[src/rtl/io_intr_pkg.sv]
// io_intr_pkg: shared constants and types for the io_intr_ctrl block.
//   - register offsets, decoded from io_address[4:2]
//   - width of the channel-index / VECTOR field
//   - handshake FSM state enum (IDLE, REQ, ACK)
package io_intr_pkg;

    localparam logic [2:0] REG_PEND   = 3'd0;
    localparam logic [2:0] REG_MASK   = 3'd1;
    localparam logic [2:0] REG_VECTOR = 3'd2;
    localparam logic [2:0] REG_CLEAR  = 3'd3;
    localparam logic [2:0] REG_TLOAD  = 3'd4;
    localparam logic [2:0] REG_TCTRL  = 3'd5;

    // Wide enough for channel index 0..16 (16 = timer channel at NUM_CH=16).
    localparam int VEC_W = 5;

    typedef enum logic [1:0] {
        IDLE = 2'd0,
        REQ  = 2'd1,
        ACK  = 2'd2
    } state_e;

endpackage

[src/rtl/io_intr_ctrl_if.sv]
// io_intr_ctrl_if: register-port bus of the interrupt controller.
//   io_cs, io_rd, io_wr : select, read strobe, write strobe
//   io_address          : byte address (controller decodes bits [4:2])
//   io_d_in             : write data
//   io_out              : registered read data (driven by the slave)
// master = CPU side, slave = controller side.
interface io_intr_ctrl_if #(
    parameter int DATA_W = 32
);
    logic              io_cs;
    logic              io_rd;
    logic              io_wr;
    logic [31:0]       io_address;
    logic [DATA_W-1:0] io_d_in;
    logic [DATA_W-1:0] io_out;

    modport master (
        output io_cs, io_rd, io_wr, io_address, io_d_in,
        input  io_out
    );

    modport slave (
        input  io_cs, io_rd, io_wr, io_address, io_d_in,
        output io_out
    );
endinterface

[src/rtl/io_intr_timer.sv]
// io_intr_timer: down-counter for the optional timer interrupt channel.
//   clk   : system clock
//   reset : synchronous, active-low reset
//   load  : reload the counter with tload (register write)
//   en    : count enable
//   tload : reload value
//   tick  : high while enabled and the counter is 0 (one pulse per period
//           of tload+1 cycles; every cycle when tload is 0)
module io_intr_timer #(
    parameter int TIMER_W = 16
) (
    input  logic               clk,
    input  logic               reset,
    input  logic               load,
    input  logic               en,
    input  logic [TIMER_W-1:0] tload,
    output logic               tick
);
    logic [TIMER_W-1:0] count;

    assign tick = en & (count == '0);

    always_ff @(posedge clk) begin
        if (!reset) begin
            count <= '0;
        end else if (load) begin
            count <= tload;
        end else if (en) begin
            count <= (count == '0) ? tload : count - 1'b1;
        end
    end
endmodule

[src/rtl/io_intr_ctrl.sv]
// io_intr_ctrl: edge-triggered interrupt controller with a register port.
//   clk     : system clock (all state changes on the rising edge)
//   reset   : synchronous, active-low reset
//   bus     : io_intr_ctrl_if.slave register port (PEND, MASK, VECTOR,
//             CLEAR, TLOAD, TCTRL at io_address[4:2] = 0..5)
//   irq_src : NUM_CH rising-edge interrupt sources
//   intr    : registered interrupt request, high while the FSM is in REQ
//   inta    : interrupt acknowledge from the CPU
// Build option: define IO_INTR_TIMER_EN to add the timer channel at
// PEND/MASK bit NUM_CH (io_intr_timer); without it TLOAD/TCTRL read 0.
module io_intr_ctrl
    import io_intr_pkg::*;
#(
    parameter int NUM_CH  = 4,
    parameter int DATA_W  = 32,
    parameter int TIMER_W = 16
) (
    input  logic              clk,
    input  logic              reset,
    io_intr_ctrl_if.slave     bus,
    input  logic [NUM_CH-1:0] irq_src,
    output logic              intr,
    input  logic              inta
);
`ifdef IO_INTR_TIMER_EN
    localparam int PW = NUM_CH + 1;
`else
    localparam int PW = NUM_CH;
`endif

    logic [PW-1:0]     pend, mask, elig, set_vec, clr_vec, cur_onehot;
    logic [NUM_CH-1:0] hist, rise;
    logic [VEC_W-1:0]  vector, cur_ch, low_ch;
    logic [DATA_W-1:0] rd_data;
    logic              rd_en, wr_en, cur_elig, latch_cur, ack_fire;
    logic [2:0]        reg_sel;
    state_e            state, state_n;

    assign rd_en      = bus.io_cs & bus.io_rd;
    assign wr_en      = bus.io_cs & bus.io_wr;
    assign reg_sel    = bus.io_address[4:2];
    assign elig       = pend & mask;
    assign cur_onehot = PW'(1) << cur_ch;
    assign cur_elig   = |(elig & cur_onehot);

`ifdef IO_INTR_TIMER_EN
    logic [TIMER_W-1:0] tload, tload_src;
    logic               tctrl_en, timer_load, timer_tick;

    // A TLOAD write reloads the counter with the value being written.
    assign timer_load = wr_en & ((reg_sel == REG_TLOAD) | (reg_sel == REG_TCTRL));
    assign tload_src  = (wr_en && reg_sel == REG_TLOAD) ? bus.io_d_in[TIMER_W-1:0] : tload;
    assign set_vec    = {timer_tick, rise};

    always_ff @(posedge clk) begin
        if (!reset) begin
            tload    <= '0;
            tctrl_en <= 1'b0;
        end else if (wr_en) begin
            if (reg_sel == REG_TLOAD) tload    <= bus.io_d_in[TIMER_W-1:0];
            if (reg_sel == REG_TCTRL) tctrl_en <= bus.io_d_in[0];
        end
    end

    io_intr_timer #(.TIMER_W(TIMER_W)) u_timer (
        .clk   (clk),
        .reset (reset),
        .load  (timer_load),
        .en    (tctrl_en),
        .tload (tload_src),
        .tick  (timer_tick)
    );
`else
    assign set_vec = rise;
`endif

    // Clears from CLEAR writes and acknowledges; sets are OR-ed in after,
    // so a same-cycle set wins.
    assign clr_vec = ((wr_en && reg_sel == REG_CLEAR) ? bus.io_d_in[PW-1:0] : '0)
                   | (ack_fire ? cur_onehot : '0);

    // Lowest-index eligible channel.
    always_comb begin
        low_ch = '0;
        for (int i = PW - 1; i >= 0; i--) begin
            if (elig[i]) low_ch = VEC_W'(i);
        end
    end

    always_comb begin
        rd_data = '0;
        case (reg_sel)
            REG_PEND:   rd_data[PW-1:0]    = pend;
            REG_MASK:   rd_data[PW-1:0]    = mask;
            REG_VECTOR: rd_data[VEC_W-1:0] = vector;
`ifdef IO_INTR_TIMER_EN
            REG_TLOAD:  rd_data[TIMER_W-1:0] = tload;
            REG_TCTRL:  rd_data[0]           = tctrl_en;
`endif
            default:    rd_data = '0;
        endcase
    end

    // Handshake FSM: cur_ch is latched on entry to REQ and held until the
    // request is acknowledged or withdrawn.
    always_comb begin
        state_n   = state;
        latch_cur = 1'b0;
        ack_fire  = 1'b0;
        case (state)
            IDLE: if (|elig) begin
                state_n   = REQ;
                latch_cur = 1'b1;
            end
            REQ: begin
                if (!cur_elig) begin
                    state_n = IDLE;
                end else if (inta) begin
                    state_n  = ACK;
                    ack_fire = 1'b1;
                end
            end
            ACK:     if (!inta) state_n = IDLE;
            default: state_n = IDLE;
        endcase
    end

    always_ff @(posedge clk) begin
        if (!reset) begin
            state      <= IDLE;
            intr       <= 1'b0;
            cur_ch     <= '0;
            vector     <= '0;
            pend       <= '0;
            mask       <= '0;
            rise       <= '0;
            // A source already high during reset must not look like an edge.
            hist       <= irq_src;
            bus.io_out <= '0;
        end else begin
            state <= state_n;
            intr  <= (state_n == REQ);
            if (latch_cur) cur_ch <= low_ch;
            if (ack_fire)  vector <= cur_ch;
            pend <= (pend & ~clr_vec) | set_vec;
            if (wr_en && reg_sel == REG_MASK) mask <= bus.io_d_in[PW-1:0];
            hist <= irq_src;
            // Edge captured here lands in PEND on the following edge.
            rise <= irq_src & ~hist;
            bus.io_out <= rd_en ? rd_data : '0;
        end
    end
endmodule

[src/flat_wrapper.sv]
// flat-port wrapper written by rule: the top's interface ports become plain ports
module io_intr_ctrl_flat import io_intr_pkg::*;
#(
    parameter int NUM_CH  = 4,
    parameter int DATA_W  = 32,
    parameter int TIMER_W = 16
)
  (clk, reset, irq_src, intr, inta, bus_io_cs, bus_io_rd, bus_io_wr, bus_io_address, bus_io_d_in, bus_io_out);
  io_intr_ctrl_if #(.DATA_W(DATA_W)) bus_i ();
  input  logic clk;
  input  logic reset;
  input  logic [NUM_CH-1:0] irq_src;
  output logic intr;
  input  logic inta;
  input wire logic [$bits(bus_i.io_cs)-1:0] bus_io_cs;
  input wire logic [$bits(bus_i.io_rd)-1:0] bus_io_rd;
  input wire logic [$bits(bus_i.io_wr)-1:0] bus_io_wr;
  input wire logic [$bits(bus_i.io_address)-1:0] bus_io_address;
  input wire logic [$bits(bus_i.io_d_in)-1:0] bus_io_d_in;
  output wire logic [$bits(bus_i.io_out)-1:0] bus_io_out;
  assign bus_i.io_cs = bus_io_cs;
  assign bus_i.io_rd = bus_io_rd;
  assign bus_i.io_wr = bus_io_wr;
  assign bus_i.io_address = bus_io_address;
  assign bus_i.io_d_in = bus_io_d_in;
  assign bus_io_out = bus_i.io_out;
  io_intr_ctrl #(.NUM_CH(NUM_CH), .DATA_W(DATA_W), .TIMER_W(TIMER_W)) u_core (.clk(clk), .reset(reset), .bus(bus_i), .irq_src(irq_src), .intr(intr), .inta(inta));
endmodule
[config.mk]
export PLATFORM = sky130hd
export DESIGN_NAME = io_intr_ctrl_flat
export DESIGN_NICKNAME = d
export VERILOG_FILES = /design/src/rtl/io_intr_pkg.sv /design/src/rtl/io_intr_ctrl_if.sv /design/src/rtl/io_intr_timer.sv /design/src/rtl/io_intr_ctrl.sv /design/src/flat_wrapper.sv
export SDC_FILE = /design/constraint.sdc
export NUM_CORES = 1
export LEC_CHECK = 0
export ABC_AREA = 1
export ABC_CLOCK_PERIOD_IN_PS = 1300
export BUFFER_PORTS_ARGS = -buffer_cell sky130_fd_sc_hd__buf_2
export CAP_MARGIN = 5
export CORE_MARGIN = 2
export CORE_UTILIZATION = 38
export DETAILED_ROUTE_END_ITERATION = 10
export PLACE_DENSITY = 0.76
export SYNTH_ARGS = -nofsm -noshare
export SYNTH_HDL_FRONTEND = slang
export SYNTH_SLANG_ARGS = --single-unit
[constraint.sdc]
create_clock -name clk -period 1.3 [get_ports clk]
set_input_delay 0.13 -clock clk [delete_from_list [all_inputs] [get_ports clk]]
set_output_delay 0.13 -clock clk [all_outputs]
set_load 0.005 [all_outputs]
==> impl_metrics.env, run 1 <==
export IMPL_status="finished, final reports clean"
export IMPL_post_synth_cell_area_avg_um2=7.00
export IMPL_chipHeight_um=62.9
export IMPL_track_usage_pct=11.7
export IMPL_cp_startpoint="u_core.cur_ch[0]$_SDFFE_PN0P_"
export IMPL_stdcell_area_mm2=0.00146
export IMPL_io_pins=107
export IMPL_grt_pass1_vias=894
export IMPL_critical_path_class="reg2reg"
export IMPL_grt_max_degree=17
export IMPL_max_freq_mhz=844
export IMPL_busiest_layer="met2"
export IMPL_cp_slowest_cell="dfxtp_4"
export IMPL_grtUsageMet3_pct=3.96
export IMPL_grt_pass1_wl_mm=3.68
export IMPL_yosys_area_top_type="dfxtp_1"
export IMPL_antenna_found_initial=0
export IMPL_cts_tree="done"
export IMPL_timing_critical_path_fanout_max=8
export IMPL_use_met2_pct=20.2
export IMPL_initial_utilization_pct=39.4
export IMPL_crit_required_ps=1560
export IMPL_p_per_area_mw_per_mm2=924
export IMPL_grt_remaining_overflow=0
export IMPL_drtIter0Drc=12
export IMPL_layout_min_cycle_time_ps=1180
export IMPL_worst_hold_slack_ps=68.5
export IMPL_peakVddDrop_v=0.000970
export IMPL_max_cap_viol_count=0
export IMPL_ys_ff_latch=27
export IMPL_fin_crit_sh_pct=91.1
export IMPL_wire_per_inst_um=8.46
export IMPL_hold_path_class="in2reg"
export IMPL_p_leak_nw=0.743
export IMPL_rows=21
export IMPL_drcViolationCount=0
export IMPL_hp_start="bus_io_d_in[2]"
export IMPL_slew_viol_final=0
export IMPL_core_area_mm2=0.00334
export IMPL_final_core_util_pct=43.7
export IMPL_finalNetCount=291
export IMPL_yosysSeqAreaShare_pct=41.1
export IMPL_cpPeakStageDelay_ps=400
export IMPL_dieArea_mm2=0.00395
export IMPL_synthTopCellsByArea="dfxtp_1 (41%), buf_4 (16%), nand2_1 (13%)"
export IMPL_vias=1095
export IMPL_syn_area_mm2=0.00132
export IMPL_firstDrtPassIters=4
export IMPL_start_kind="register"
export IMPL_clkSinkCount=27
export IMPL_drtAntennaViolNets=0
export IMPL_cts_buffers=3
export IMPL_met1_usage_pct=13.8
export IMPL_cts_root_buf="clkbuf_4"
export IMPL_synth_top_cells_by_count="nand2_1 (47), buf_4 (28), dfxtp_1 (27), nor2_1 (24), inv_1 (23)"
export IMPL_hold_viol=0
export IMPL_post_cts_buffers=0
export IMPL_synth_warnings=0
export IMPL_crit_reg2reg_launch="u_core.cur_ch[0]$_SDFFE_PN0P_"
export IMPL_synth_top_cell_area_share_pct=41.1
export IMPL_arrival_ps=1450
export IMPL_drive_gt1_share_pct=16.2
export IMPL_synth_edf_count=0
export IMPL_synthFlopType="dfxtp_1"
export IMPL_path_clk_slew_ps=150
export IMPL_dpl_instance_area_mm2=0.00137
export IMPL_setup_viol=0
export IMPL_crit_path_end_kind="register"
export IMPL_viasPerCell=4.18
export IMPL_wl_mm=2.22
export IMPL_setup_tns_ps=0
export IMPL_io_buffers=21
export IMPL_clkLatencyLatePin_ps=330
export IMPL_dp_hpwl_mm=1.79
export IMPL_rsz0062_at_grt="false"
export IMPL_ys_async_sr_fraction_pct=0
export IMPL_antenna_cells=0
export IMPL_cts_buffer_depth=2
export IMPL_yosys_cell_count_top_type="nand2_1"
export IMPL_h_tree_depth=1
export IMPL_post_route_worst_setup_slack_ps=116
export IMPL_fin_skew_ps=5.82
export IMPL_areaGrowthSynthToFinish_pct=10.8
export IMPL_gp_congestion=0.827
export IMPL_path_cells="inv_1, nand2_1, nor2_1, nor2_1, nand2_2, nand2_2, nand2_1, a21oi_1"
export IMPL_fp_dieW_um=62.9
export IMPL_dpl_worst_slack_ps=86.2
export IMPL_yosys_cell_types_count=15
export IMPL_netlist_instances=188
report_power, final:
| part | switching, mW | total, mW | internal, mW |
|---|---|---|---|
| combinational | 0.0755 | 0.123 | 0.0478 |
| sequential | 0.0110 | 0.860 | 0.849 |
| clock | 0.248 | 0.366 | 0.118 |
| total | 0.334 | 1.35 | 1.01 |
per-layer routing:
metal  vias to the layer above  wire [µm]
li1                        578          -
met1                       470        992
met2                        43       1040
met3                         4        154
met4                         0         32
met5                         -          0
flip-flops by register name, summed over array words and instances (netlist names):
name,cells
u_core.bus.io_out,4
u_core.state,2
u_core.intr,1
u_core.cur_ch,2
u_core.pend,4
u_core.rise,4
u_core.vector,2
u_core.mask,4
u_core.hist,4
cell families (layout without fill, tap and decap cells):
group | after synthesis | in the layout | synth area share, %
AOI/OAI and AO/OA | 17 | 17 | 6.46
other | 1 | 28 | 0.285
DFF | 27 | 27 | 41.1
and+or+nand+nor | 90 | 90 | 29.1
buffers and inverters | 53 | 54 | 23.1
timing repair:
item                                   4_1_cts  5_1_grt
hold buffers                                 4        0
setup endpoints to repair                    0        8
endpoints found under the hold margin        5        0
resized for setup                            0        7
layout by cell type (no fill, tap or decap):
cell,instances
o21ai_0,5
nand2_1,46
conb_1,28
clkinvlp_4,1
inv_1,22
buf_2,21
clkbuf_4,3
a21oi_2,2
nor2_1,24
nor3_1,1
inv_2,1
dfxtp_1,25
dfxtp_4,1
nor3b_4,1
buf_4,1
nand3_1,11
nand4_1,4
a21oi_1,10
dfxtp_2,1
dlygate4sd3_1,4
clkinv_1,1
nand2_2,3
final timing paths:
check	to	cells after the start	slack, ps
setup / recovery	u_core.vector[0]$_SDFFE_PN0P_	8	120
hold / removal	u_core.mask[2]$_SDFFE_PN0P_	3	70
setup reg to reg	u_core.vector[0]$_SDFFE_PN0P_	8	120
hold reg to reg	u_core.rise[3]$_SDFF_PN0_	1	390
worst max-delay path, delay by kind of cell (launching register included):
family / cells / cell delay (ps)
AO/OA/AOI/OAI: 1 / 110
buffers and inverters: 1 / 50
flip-flops: 1 / 400
AND/OR/NAND/NOR: 6 / 560
final cells by class:
cell class | instances | area (µm²)
well taps | 46 | 57.6
repair buffers | 26 | 153
fillers | 368 | 1880
inverters | 24 | 90.1
flip-flops and latches | 27 | 546
clock buffers | 3 | 22.5
clock inverters | 1 | 7.51
multi-input cells | 135 | 583
stage by stage:
stage / instances / power, mW
floorplan: 215 / 1.01
global placement: 254 / 0.990
detailed placement: 254 / 0.992
CTS: 262 / 1.36
global route: 262 / 1.42
finish: 262 / 1.35
Power figures use the tool's default switching activity.
==> inputs of run 2 (changes only) <==
--- a/config.mk
+++ b/config.mk
@@ -10,9 +10,10 @@
 export BUFFER_PORTS_ARGS = -buffer_cell sky130_fd_sc_hd__buf_2
 export CAP_MARGIN = 5
 export CORE_MARGIN = 2
-export CORE_UTILIZATION = 38
+export CORE_UTILIZATION = 40
+export CTS_BUF_LIST = sky130_fd_sc_hd__clkbuf_8
 export DETAILED_ROUTE_END_ITERATION = 10
-export PLACE_DENSITY = 0.76
+export PLACE_DENSITY = 0.79
 export SYNTH_ARGS = -nofsm -noshare
 export SYNTH_HDL_FRONTEND = slang
 export SYNTH_SLANG_ARGS = --single-unit
==> run 2 against run 1 <==
  * Total power grew 7.6%
  * Register-to-register slack about the same
  * Non-clock buffer count decreased by 1
  * Sequential power hardly changed
  * Utilization is 3.2 points higher
  * Hold slack better by 59 ps
  * Flip-flop and latch count unchanged
==> impl_metrics.env, run 2 (same netlist as run 1, synthesis figures left out) <==
export IMPL_status="finished, final reports clean"
export IMPL_io_pins=107
export IMPL_dp_hpwl_mm=1.78
export IMPL_viasPerCell=4.16
export IMPL_cts_buffers=3
export IMPL_p_comb_share_pct=8.3
export IMPL_critical_path_class="reg2reg"
export IMPL_max_cap_viol_count=0
export IMPL_peakVddDrop_v=0.000922
export IMPL_antenna_cells=0
export IMPL_io_buffers=21
export IMPL_crit_required_ps=1470
export IMPL_use_met2_pct=24.0
export IMPL_rsz0062_at_grt="false"
export IMPL_layout_min_cycle_time_ps=1170
export IMPL_setup_tns_ps=0
export IMPL_chipHeight_um=61.4
export IMPL_grt_pass1_wl_mm=3.73
export IMPL_layout_commonest_cell="nand2_1"
export IMPL_h_tree_depth=1
export IMPL_post_cts_buffers=0
export IMPL_busiest_layer="met2"
export IMPL_grt_remaining_overflow=0
export IMPL_wl_mm=2.27
export IMPL_fin_crit_sh_pct=90.3
export IMPL_rows=20
export IMPL_areaGrowthSynthToFinish_pct=10.6
export IMPL_cts_root_buf="clkbuf_8"
export IMPL_share_seq_of_total_power_pct=59.4
export IMPL_critPathTopFamily="simple AND/OR/NAND/NOR gates"
export IMPL_timing_critical_path_fanout_max=8
export IMPL_intPower_mw=1.11
export IMPL_drtIter0Drc=18
export IMPL_start_kind="register"
export IMPL_cpPeakStageDelay_ps=360
export IMPL_core_area_mm2=0.00310
export IMPL_arrival_ps=1340
export IMPL_grt_max_degree=17
export IMPL_drtAntennaViolNets=0
export IMPL_final_core_util_pct=46.9
export IMPL_cts_tree="done"
export IMPL_final_cell_mix="nand2_1 (47), conb_1 (28), nor2_1 (24), dfxtp_1 (24), inv_1 (23)"
export IMPL_clkLatencyLatePin_ps=270
export IMPL_path_cells="inv_1, nand2_1, nor2_1, nor2_1, nand2_2, a21oi_1, nor2_1"
export IMPL_cp_num_buf_inv=1
export IMPL_swShare_pct=23.4
export IMPL_cp_slowest_cell="dfxtp_2"
export IMPL_drcViolationCount=0
export IMPL_grtUsageMet3_pct=3.15
export IMPL_gp_congestion=0.845
export IMPL_fp_dieW_um=61.4
export IMPL_antenna_found_initial=0
export IMPL_track_usage_pct=13.4
export IMPL_clkSinkCount=27
export IMPL_slew_viol_final=0
export IMPL_p_per_area_mw_per_mm2=997
export IMPL_hold_viol=0
export IMPL_crit_path_end_kind="register"
export IMPL_hold_path_class="in2reg"
export IMPL_initial_utilization_pct=42.4
export IMPL_path_clk_slew_ps=90
export IMPL_p_clk_share_pct=32.2
export IMPL_cts_buffer_depth=2
export IMPL_dieArea_mm2=0.00377
export IMPL_vias=1077
export IMPL_totalPowerFinal_mw=1.45
export IMPL_finalNetCount=290
export IMPL_drive_gt1_share_pct=14.4
export IMPL_fin_skew_ps=3.60
export IMPL_met1_usage_pct=15.8
export IMPL_power_switching_mw=0.339
export IMPL_firstDrtPassIters=4
export IMPL_cp_common_cell="nor2_1"
export IMPL_fillers=335
export IMPL_grt_pass1_vias=927
export IMPL_wire_per_inst_um=8.75
export IMPL_p_leak_nw=0.744
export IMPL_max_freq_mhz=851
export IMPL_setup_viol=0
run 2: path summary, 6_finish.rpt:
kind / end / cells after the start / start / slack [ps]
hold reg to reg: u_core.rise[1]$_SDFF_PN0_ / 1 / u_core.hist[1]$_DFF_P_ / 390
hold / removal: u_core.mask[3]$_SDFFE_PN0P_ / 3 / bus_io_d_in[3] / 130
setup reg to reg: u_core.state[0]$_SDFF_PN0_ / 7 / u_core.cur_ch[1]$_SDFFE_PN0P_ / 130
setup / recovery: u_core.state[0]$_SDFF_PN0_ / 7 / u_core.cur_ch[1]$_SDFFE_PN0P_ / 130
run 2: power by group through the flow:
stage / Sequential, mW / Clock, mW / Combinational (mW)
2_1_floorplan: 0.877 / 0 / 0.129
3_3_place_gp: 0.880 / 0 / 0.108
3_5_place_dp: 0.881 / 0 / 0.110
4_1_cts: 0.862 / 0.490 / 0.119
5_1_grt: 0.865 / 0.518 / 0.144
6_report: 0.863 / 0.468 / 0.121
run 2: final cells by class:
class                   instances  area (µm²)  area share (%)
repair buffers                 25         145            9.97
well taps                      44        55.1            3.78
clock inverters                 1        7.51           0.515
clock buffers                   3        41.3            2.84
multi-input cells             135         573            39.3
inverters                      24        90.1            6.19
flip-flops and latches         27         544            37.4
run 2: routing by layer:
metal	share of wire, %	up-vias
met2	47	47
met4	0.93	0
met3	7.6	2
li1	-	579
met1	44	449
met5	0	-
run 2: worst min-delay path: stages:
cell and delay (ps):
buf_2 90, o21ai_0 70, nor2_1 70
run 2: stage by stage:
stage / hold slack [ps] / instances / instance area [µm²] / setup WS (ps)
after floorplan: 158 / 215 / 1420 / 245
after detailed placement: 251 / 251 / 1360 / 102
final: 127 / 259 / 1460 / 125
after global routing: 134 / 259 / 1460 / 4.64
after CTS: 125 / 259 / 1450 / 86.4
after global placement: 247 / 251 / 1360 / 112
run 2: repair_timing:
action,in CTS,in global routing
endpoints found under the setup margin,0,6
hold endpoints to repair,4,0
gates resized for setup,0,3
hold buffers,4,0
